`src/rtl/edge_period_meter.sv`:
```
// edge_period_meter: measures edge-to-edge spacing of a slow toggling input in clk cycles, with timeout and lock detection
module edge_period_meter #(
   parameter int CNT_W       = 16,
   parameter int SYNC_STAGES = 2,
   parameter int LOCK_N      = 4,
   parameter int TOL         = 1
) (
   input  logic             clk,
   input  logic             rst,
   input  logic             en,
   input  logic             sig_in,
   output logic [CNT_W-1:0] period,
   output logic             period_valid,
   output logic             overflow,
   output logic             locked
);
   localparam int M_W = $clog2(LOCK_N + 1);
   localparam logic [M_W-1:0] LOCK_V = M_W'(LOCK_N);
   localparam logic [M_W-1:0] LOCK_M1 = M_W'(LOCK_N - 1);
   localparam logic [CNT_W:0] TOL_V = (CNT_W + 1)'(TOL);
   typedef enum logic [1:0] {IDLE, ARM, MEAS} state_t;
   state_t state;
   logic [SYNC_STAGES-1:0] sync;
   logic hist;
   logic edge_det;
   logic [CNT_W-1:0] run_cnt;
   logic [CNT_W-1:0] prev;
   logic prev_ok;
   logic [M_W-1:0] match_cnt;
   logic [CNT_W:0] diff;
   logic close;
   assign edge_det = sync[SYNC_STAGES-1] ^ hist;
   // distance between the fresh measurement and the previous one, one extra bit so it never wraps
   always_comb begin
      diff = (run_cnt >= prev) ? {1'b0, run_cnt} - {1'b0, prev} : {1'b0, prev} - {1'b0, run_cnt};
      close = diff <= TOL_V;
   end
   // bring sig_in into the clk domain and keep one history bit for edge detection
   always_ff @(posedge clk or posedge rst) begin
      if (rst) begin
         sync <= '0;
         hist <= 1'b0;
      end else begin
         sync <= {sync[SYNC_STAGES-2:0], sig_in};
         hist <= sync[SYNC_STAGES-1];
      end
   end
   // measurement FSM: arm on the first edge, capture spacing on later edges, time out at counter saturation
   always_ff @(posedge clk or posedge rst) begin
      if (rst) begin
         state        <= IDLE;
         run_cnt      <= '0;
         prev         <= '0;
         prev_ok      <= 1'b0;
         match_cnt    <= '0;
         period       <= '0;
         period_valid <= 1'b0;
         overflow     <= 1'b0;
         locked       <= 1'b0;
      end else begin
         period_valid <= 1'b0;
         if (!en) begin
            state     <= IDLE;
            run_cnt   <= '0;
            prev_ok   <= 1'b0;
            match_cnt <= '0;
            overflow  <= 1'b0;
            locked    <= 1'b0;
         end else begin
            case (state)
               IDLE: state <= ARM;
               ARM: begin
                  if (edge_det) begin
                     run_cnt <= CNT_W'(1);
                     state   <= MEAS;
                  end
               end
               MEAS: begin
                  if (edge_det) begin
                     period       <= run_cnt;
                     period_valid <= 1'b1;
                     run_cnt      <= CNT_W'(1);
                     prev         <= run_cnt;
                     prev_ok      <= 1'b1;
                     if (prev_ok && close) begin
                        match_cnt <= (match_cnt == LOCK_V) ? match_cnt : match_cnt + 1'b1;
                        if (match_cnt >= LOCK_M1) locked <= 1'b1;
                     end else if (prev_ok) begin
                        match_cnt <= '0;
                        locked    <= 1'b0;
                     end
                  end else if (&run_cnt) begin
                     overflow  <= 1'b1;
                     locked    <= 1'b0;
                     match_cnt <= '0;
                     prev_ok   <= 1'b0;
                     state     <= ARM;
                  end else begin
                     run_cnt <= run_cnt + 1'b1;
                  end
               end
               default: state <= IDLE;
            endcase
         end
      end
   end
endmodule
```
`config.mk`:
```
export PLATFORM = sky130hd
export DESIGN_NAME = edge_period_meter
export DESIGN_NICKNAME = d
export VERILOG_FILES = /design/src/rtl/edge_period_meter.sv
export SDC_FILE = /design/constraint.sdc
export NUM_CORES = 1
export LEC_CHECK = 0
export ABC_AREA = 0
export BUFFER_PORTS_ARGS = -buffer_cell sky130_fd_sc_hd__buf_2
export CORE_ASPECT_RATIO = 0.75
export CORE_UTILIZATION = 40
export CTS_CLUSTER_SIZE = 10
export DETAILED_ROUTE_END_ITERATION = 6
export GPL_ROUTABILITY_DRIVEN = 0
export PLACE_DENSITY_LB_ADDON = 0.15
export SKIP_LAST_GASP = 1
export SLEW_MARGIN = 20
export SYNTH_ARGS = -nofsm -noshare
export SYNTH_HDL_FRONTEND = slang
export SYNTH_SLANG_ARGS = --single-unit
```
`constraint.sdc`:
```
create_clock -name clk -period 2.8 [get_ports clk]
set_input_delay 0.28 -clock clk [delete_from_list [all_inputs] [get_ports clk]]
set_output_delay 0.28 -clock clk [all_outputs]
set_load 0.03 [all_outputs]
```
-- Word level (Yosys, flattened, before mapping)
Cells that the tools add are included.
- register bits: 44
- input port bits: 4
- word-level logic and storage cells: 78
- add/subtract/negate cells: 4
- order comparisons: 3
- equality and inequality tests: 15
- multiplexer cells: 35
- bitwise operators: 1
- reduce and logical (&&, ||, !) cells: 10
- operators with widths (kind ; count):
    16-bit 2-to-1 mux ; 4
    16-bit by 16-bit subtractor with 17-bit output ; 2
    16-bit one-hot mux with 2 select lines ; 1
    3-bit 2-to-1 mux ; 7
    17-bit by 1-bit less-or-equal comparator with 1-bit output (second input constant) ; 1
    1-bit 2-to-1 mux ; 17
    17-bit 2-to-1 mux ; 1
    16-bit by 1-bit adder with 16-bit output (second input constant) ; 1
    16-bit >= comparator ; 1
    16-bit AND reduction ; 1
    3-bit AND reduction ; 4
    3-bit != test (second input constant) ; 3
    2-bit 2-to-1 mux ; 4
    4-bit != test (second input constant) ; 2
    4-bit AND reduction ; 2
    3-bit by 1-bit != test with 1-bit output (second input constant) ; 2
    2-bit one-hot mux with 3 select lines ; 1
    2-bit by 1-bit != test with 1-bit output (second input constant) ; 2
    4-bit by 2-bit != test with 1-bit output (second input constant) ; 1
    4-bit by 3-bit != test with 1-bit output (second input constant) ; 1
    3-bit by 1-bit adder with 3-bit output (second input constant) ; 1
    3-bit equality test (second input constant) ; 1
    3-bit by 2-bit >= comparator with 1-bit output (second input constant) ; 1
    2-bit by 1-bit equality test with 1-bit output (second input constant) ; 1
    other kinds (6) ; 6

-- Logic depth before layout (Yosys ltp)
Gate-level depths: netlist of the first run.
- depth after elaboration: 8
- gate-level depth with buffers: 13
- mapped depth without buffers: 13

-- Least setup slack after synthesis of the first run
Ideal clock, no wire load.
- path kind: reg2reg
- from: reg prev[1]
- to: reg match_cnt[0]
- setup time: 87 ps
- data arrival time: 3220 ps
- slack: -507 ps
- cell stages (with the launch flop): 12
- buffers on the path: 0
- path through: dfrtp_1 inv_1 ha_1 nor2b_1 o2111ai_1 a211o_1 nand3_2 a2111oi_2 o21ai_0 nor4b_4 nand4_1 a22oi_1
- cells in the longest elaborated chain, start to end: 8
- elaborated cells on any way between the ends: 13
- those cells by class: 2 x add/sub; 2 x order compare; 2 x eq/ne; 5 x mux; 2 x reduce/logical
- RTL lines (what ; RTL line ; text):
    from (decl) ; 27 ; logic [CNT_W-1:0] prev;
    from (signal assigned) ; 83 ; prev <= run_cnt;
    16-bit by 16-bit subtractor with 17-bit output / 16-bit >= comparator (equally long branches) ; 35 ; diff = (run_cnt >= prev) ? {1'b0, run_cnt} - {1'b0, prev} : {1'b0, prev} - {1'b0, run_cnt};
    17-bit 2-to-1 mux (*) ; 35 ;
    17-bit by 1-bit less-or-equal comparator with 1-bit output (*) ; 36 ; close = diff <= TOL_V;
    1-bit logical AND (*) ; 85 ; if (prev_ok && close) begin
    3-bit 2-to-1 mux ; 85 ;
    3-bit 2-to-1 mux ; 79 ; if (edge_det) begin
    3-bit 2-to-1 mux ; 70 ; case (state)
    3-bit 2-to-1 mux ; 62 ; if (!en) begin
    to (signal assigned) ; 86 ; match_cnt <= (match_cnt == LOCK_V) ? match_cnt : match_cnt + 1'b1;
    to (decl) ; 29 ; logic [M_W-1:0] match_cnt;
Every way passes the cells marked *; elsewhere a longest branch is shown, timed or not. The select of a mux whose other input is x is not followed.
A chain may end at the register's enable or synchronous reset.

-- Worst setup path after layout of the first run
- from: reg prev[8]
- to: reg match_cnt[0]
Same word-level chain as after synthesis.

==> results of run 1 <==
-- placed cells by master (no fill, tap or decap), drive strengths merged, types with 7 or more instances in the layout --
cell type and n:
a21o 12, o21ai 44, inv 51, nand4 17, ha 36, o21a 7, nand3 16, a21oi 37
nor3 10, buf 186, nand2 44, dfrtp 44, nor2 42, xnor2 14
-- final timing paths --
kind	cells past startpoint	slack, ns	endpoint	startpoint
max in group asynchronous	2	2.16	prev[15]	rst
worst min register to register	0	0.35	sync[1]	sync[0]
worst min-delay path	1	0.09	sync[0]	sig_in
min in group asynchronous	2	0.12	prev[2]	rst
worst max register to register	11	-0.50	match_cnt[0]	prev[8]
worst max-delay path	11	-0.50	match_cnt[0]	prev[8]
-- layout make-up --
| cell class | count | area [um2] | area share |
|---|---|---|---|
| clock inverters | 2 | 38.8 | 0.00636 |
| inverters | 52 | 196 | 0.0322 |
| multi-input cells | 389 | 3060 | 0.501 |
| flip-flops and latches | 44 | 1120 | 0.184 |
| clock buffers | 6 | 139 | 0.0228 |
| well taps | 132 | 165 | 0.0271 |
| repair buffers | 186 | 1380 | 0.227 |
-- cell usage after synthesis (all sizes together), types with 3 or more instances --
master	count
a21oi	37
and2	6
nand2b	3
nor3	10
inv	52
buf	7
nand3	16
a221oi	3
a41oi	3
a211o	6
a2111oi	6
a21o	12
ha	36
o21ai	44
nand2	44
a31oi	5
and3	3
xor2	4
o21a	7
nor4	5
nand4	17
nor2	42
o21bai	4
o2111ai	6
or3	4
clkbuf	12
xnor2	14
nor2b	5
o22ai	4
o211ai	3
dfrtp	44
-- power breakdown --
| group | switching [uW] | internal [uW] |
|---|---|---|
| Sequential | 12.5 | 652 |
| Combinational | 363 | 346 |
| Clock | 274 | 448 |
-- cells by family after synthesis --
group / Yosys count / share of synthesized area
AOI/OAI and AO/OA: 165 / 0.277
buffers and inverters: 71 / 0.0848
xor gates and xnor gates: 18 / 0.0382
and+or+nand+nor: 166 / 0.210
adders and majority gates: 38 / 0.119
muxes: 2 / 0.00485
DFF: 44 / 0.267
-- repair_timing --
| item | 4_1_cts | 5_1_grt |
|---|---|---|
| resized for setup | 38 | 10 |
| pin swaps | 28 | 5 |
| buffers inserted | 17 | 3 |
| endpoints found under the setup margin | 4 | 15 |
| endpoints found under the hold margin | 0 | 0 |
| gates cloned | 0 | 0 |
-- layer usage --
metal	global-route usage	wire [um]	vias up
li1	-	-	2168
met1	0.411	6900	2174
met2	0.391	5850	165
met3	0.0362	866	11
met4	0.0510	138	0
met5	0	0	-
-- sequential cells by signal, summed over array words and instances, names as in the netlist --
| register | count |
|---|---|
| hist | 1 |
| locked | 1 |
| match_cnt | 3 |
| overflow | 1 |
| period_valid | 1 |
| prev | 16 |
| prev_ok | 1 |
| run_cnt | 16 |
| state | 2 |
| sync | 2 |
-- per-stage QoR --
stage	cell area, um2	hold slack, ns	worst slack (ns)	total power, uW	utilization
final	6100	0.0901	-0.500	2090	0.619
after CTS	6020	0.0878	-0.400	2070	0.611
after detailed placement	5500	0.336	-0.644	1260	0.558
after global routing	6100	0.0801	-0.619	2190	0.619
after floorplan	4280	0.311	-0.277	1050	-
after global placement	5500	0.333	-0.489	1250	0.558
==> impl_metrics.env, run 1 <==
export IMPL_clockBufferDepth=2
export IMPL_critPathMaxStageDelay_ns=0.51
export IMPL_root_buffer="clkbuf_16"
export IMPL_ys_flop_type="dfrtp_1"
export IMPL_wire_per_inst_um=17.0
export IMPL_crit_family="compound AO/OA/AOI/OAI gates"
export IMPL_max_freq_mhz=303
export IMPL_path_class="register to register"
export IMPL_cts_tree="done"
export IMPL_synth_distinct_cells=77
export IMPL_startpoint_type="register"
export IMPL_hpwl_mm=10.6
export IMPL_n_antenna_cell=0
export IMPL_synth_area_um2=4130
export IMPL_dieArea_um2=10700
export IMPL_crit_slowest_cell="o31ai_1"
export IMPL_setup_ws_ns=-0.500
export IMPL_initial_core_util=0.419
export IMPL_ys_seq_area_frac=0.267
export IMPL_end_kind="register"
export IMPL_worst_slew_pin_slew_ns=0.807
export IMPL_antenna_found_initial=0
export IMPL_yosys_warnings=0
export IMPL_drc=0
export IMPL_synth_top_area_frac=0.267
export IMPL_clk_pin_slew_ns=0.07
export IMPL_peakVddDrop_mv=0.264
export IMPL_synthArstFlopShare=1.00
export IMPL_maxCapViolCount=0
export IMPL_drt_wl_total_mm=13.8
export IMPL_portBuffers=22
export IMPL_final_cell_count_no_fill=811
export IMPL_cp_arrival_ns=3.50
export IMPL_synthToLayoutAreaGrowth_pct=47.6
export IMPL_io_pins=23
export IMPL_fin_crit_ns=3.30
export IMPL_cts_hold_buf=0
export IMPL_drt_first_pass_iters=5
export IMPL_final_nets=720
export IMPL_worst_skew_pair_late_latency_ns=0.29
export IMPL_grt_pass1_wl_mm=22.7
export IMPL_p_per_area_nw_per_um2=344
export IMPL_slew_headroom=0.461
export IMPL_critical_path_buf_inv_count=2
export IMPL_vias=4518
export IMPL_synth_largest_area_cell="dfrtp_1"
export IMPL_grt_use_total=0.266
export IMPL_grt_pass1_vias=4317
export IMPL_synthCells=504
export IMPL_drt_iter0_drc=289
export IMPL_placed_cells=783
export IMPL_postSynthAreaPerCell_um2=8.20
export IMPL_hold_violations=0
export IMPL_path_max_fanout=5
export IMPL_h_tree_depth=2
export IMPL_vias_per_cell=5.57
export IMPL_violations="negative setup slack"
export IMPL_syn_nets=546
export IMPL_coreArea_um2=9850
export IMPL_fin_crit_sh=1.18
export IMPL_grt_start_max_net_pins=45
export IMPL_cp_required_ns=3.00
export IMPL_cts_buffers=5
export IMPL_min_path_type="input port to register"
export IMPL_synth_edf_count=0
export IMPL_setup_viol=4
export IMPL_leakage_uw=0.00290
export IMPL_dieHeight_um=90.0
export IMPL_status="finished with violations"
export IMPL_setup_tns_ns=-1.73
export IMPL_clock_sinks=44
export IMPL_ant_nets=0
export IMPL_clock_skew_ns=0.00660
export IMPL_ys_ff_latch=44
export IMPL_overflow=0
export IMPL_die_x_um=119
export IMPL_rsz0062_at_grt="yes"
export IMPL_fillers=856
export IMPL_maxSlewViolCount=0
export IMPL_layout_drive_gt1_share=0.411
export IMPL_rows=31
export IMPL_path_cells="inv_1, ha_4, a21oi_1, o21ai_0, buf_4, o211a_1, o31ai_1, o21ai_1, nor4b_4, nand4_1, a22oi_1"
export IMPL_synth_area_top_cells="dfrtp_1 (27%), ha_1 (11%), o21ai_0 (5.3%), inv_1 (4.7%), a21oi_1 (4.4%)"
No activity file was read; power rests on OpenSTA's default activity.
==> run 2: changes to the inputs <==
==> constraint.sdc (replaced) <==
create_clock -name clk -period 3.8 [get_ports clk]
set_input_delay 0.38 -clock clk [delete_from_list [all_inputs] [get_ports clk]]
set_output_delay 0.38 -clock clk [all_outputs]
set_load 0.03 [all_outputs]
==> impl_metrics.env, run 2 (synthesized netlist as in run 1, its figures left out) <==
export IMPL_coreArea_um2=9850
export IMPL_drt_iter0_drc=200
export IMPL_final_common_cell="inv_1"
export IMPL_drt_first_pass_iters=4
export IMPL_clkPwrFrac=0.385
export IMPL_clock_sinks=44
export IMPL_setup_ws_ns=0.228
export IMPL_setup_viol=0
export IMPL_top_regs="prev (16), run_cnt (16), match_cnt (3)"
export IMPL_power_uw=1360
export IMPL_whs_path_depth=1
export IMPL_grt_use_total=0.223
export IMPL_startpoint_type="register"
export IMPL_n_antenna_cell=0
export IMPL_drt_wl_total_mm=11.4
export IMPL_portBuffers=22
export IMPL_critical_path_buf_inv_count=0
export IMPL_path_max_fanout=9
export IMPL_final_cell_area_um2=4570
export IMPL_grt_pass1_vias=3644
export IMPL_h_tree_depth=2
export IMPL_hpwl_mm=9.04
export IMPL_critPathMaxStageDelay_ns=0.58
export IMPL_slew_headroom=0.472
export IMPL_grt_pass1_wl_mm=19.2
export IMPL_post_cts_buffers=0
export IMPL_cp_arrival_ns=3.78
export IMPL_drc=0
export IMPL_maxSlewViolCount=0
export IMPL_end_kind="register"
export IMPL_clk_pin_slew_ns=0.07
export IMPL_maxCapViolCount=0
export IMPL_setup_tns_ns=0
export IMPL_layout_drive_gt1_share=0.147
export IMPL_pwr_share_seq=0.360
export IMPL_path_class="register to register"
export IMPL_p_switching_uw=406
export IMPL_rrSetupSlack_ns=0.23
export IMPL_cts_tree="done"
export IMPL_min_from="sig_in"
export IMPL_die_x_um=119
export IMPL_ant_nets=0
export IMPL_overflow=0
export IMPL_initial_core_util=0.419
export IMPL_rows=31
export IMPL_cp_required_ns=4.01
export IMPL_whs_endpoint="sync[0]"
export IMPL_pre_cts_slack_ns=0.182
export IMPL_fin_crit_ns=3.57
export IMPL_path_cells="ha_1, nand4_1, or4_4, o211ai_2, o311ai_1, nor3_1, a221oi_1, a211oi_2, nand4_1, a22oi_1"
export IMPL_rr_endpoint="match_cnt[0]"
export IMPL_worst_skew_pair_late_latency_ns=0.29
export IMPL_worst_slew_pin_slew_ns=0.792
export IMPL_dpl_cell_area_um2=4380
export IMPL_internal_power_uw=953
export IMPL_vias=3864
export IMPL_clockBufferDepth=2
export IMPL_fin_hold_ws_ns=0.190
export IMPL_status="complete, no violations"
export IMPL_cts_buffers=5
export IMPL_io_pins=23
export IMPL_layout_common_cells="inv_1 (51), nand2_1 (44), o21ai_0 (44), dfrtp_1 (44), nor2_1 (42)"
export IMPL_vias_per_cell=5.82
export IMPL_antenna_found_initial=0
export IMPL_wire_per_inst_um=17.2
export IMPL_clock_skew_ns=0.0104
export IMPL_dieHeight_um=90.0
export IMPL_reg2regPathDepth=10
export IMPL_peakVddDrop_mv=0.157
export IMPL_fin_crit_sh=0.940
export IMPL_cts_resized=0
export IMPL_hold_violations=0
export IMPL_grt_start_max_net_pins=45
export IMPL_crit_family="simple AND/OR/NAND/NOR gates"
export IMPL_final_nets=573
export IMPL_swShare=0.299
export IMPL_root_buffer="clkbuf_16"
export IMPL_reg2reg_from="run_cnt[3]"
export IMPL_cts_hold_buf=0
export IMPL_p_per_area_nw_per_um2=297
export IMPL_max_freq_mhz=280
export IMPL_dieArea_um2=10700
export IMPL_crit_slowest_cell="or4_4"
export IMPL_power_frac_comb=0.254
export IMPL_cpMostUsedCell="nand4_1"
export IMPL_leakage_uw=0.00212
export IMPL_min_path_type="input port to register"
export IMPL_synthToLayoutAreaGrowth_pct=10.7
[run 2: changes by cell type in the layout (fill, tap and decap cells not counted), sizes merged]
cell | before | now
buf | 186 | 39
[run 2: through the flow]
step / util / std cells
2_1_floorplan: - / 504
3_3_place_gp: 0.445 / 656
3_5_place_dp: 0.445 / 656
4_1_cts: 0.463 / 664
5_1_grt: 0.464 / 664
6_report: 0.464 / 664
[run 2: routing by layer]
metal	GRT usage	wire, um	up-vias
met4	0.0594	142	0
met1	0.335	5770	1832
met2	0.315	4740	131
met5	0	0	-
li1	-	-	1889
met3	0.0514	783	12
[run 2: area by class of cell]
cell class              count  area, um2
clock buffers               6        139
clock inverters             2       38.8
fillers                   993       5280
inverters                  52        196
multi-input cells         389       2690
flip-flops and latches     44       1100
well taps                 132        165
repair buffers             39        238
[run 2: worst max path at each step]
stage,start,endpoint,slack (ns),cells after the start
floorplan,prev[1],match_cnt[0],0.49,11
global placement,prev[1],match_cnt[0],0.29,11
detailed placement,prev[1],match_cnt[0],0.18,11
CTS,prev[1],match_cnt[0],0.16,11
global route,run_cnt[0],match_cnt[0],-0.02,12
finish,run_cnt[3],match_cnt[0],0.23,10
[run 2: worst register-to-register path, cell delays in order (launching register included)]
cell      delay, ns
dfrtp_1        0.45
ha_1           0.50
nand4_1        0.22
or4_4          0.58
o211ai_2       0.20
o311ai_1       0.18
nor3_1         0.40
a221oi_1       0.22
a211oi_2       0.31
nand4_1        0.19
a22oi_1        0.23
[run 2: power by group through the flow]
| stage | registers [uW] | clock network [uW] | logic [uW] |
|---|---|---|---|
| global route | 492 | 561 | 380 |
| global placement | 498 | 0 | 337 |
| floorplan | 502 | 0 | 257 |
| detailed placement | 499 | 0 | 339 |
| finish | 490 | 524 | 346 |
| CTS | 490 | 540 | 340 |
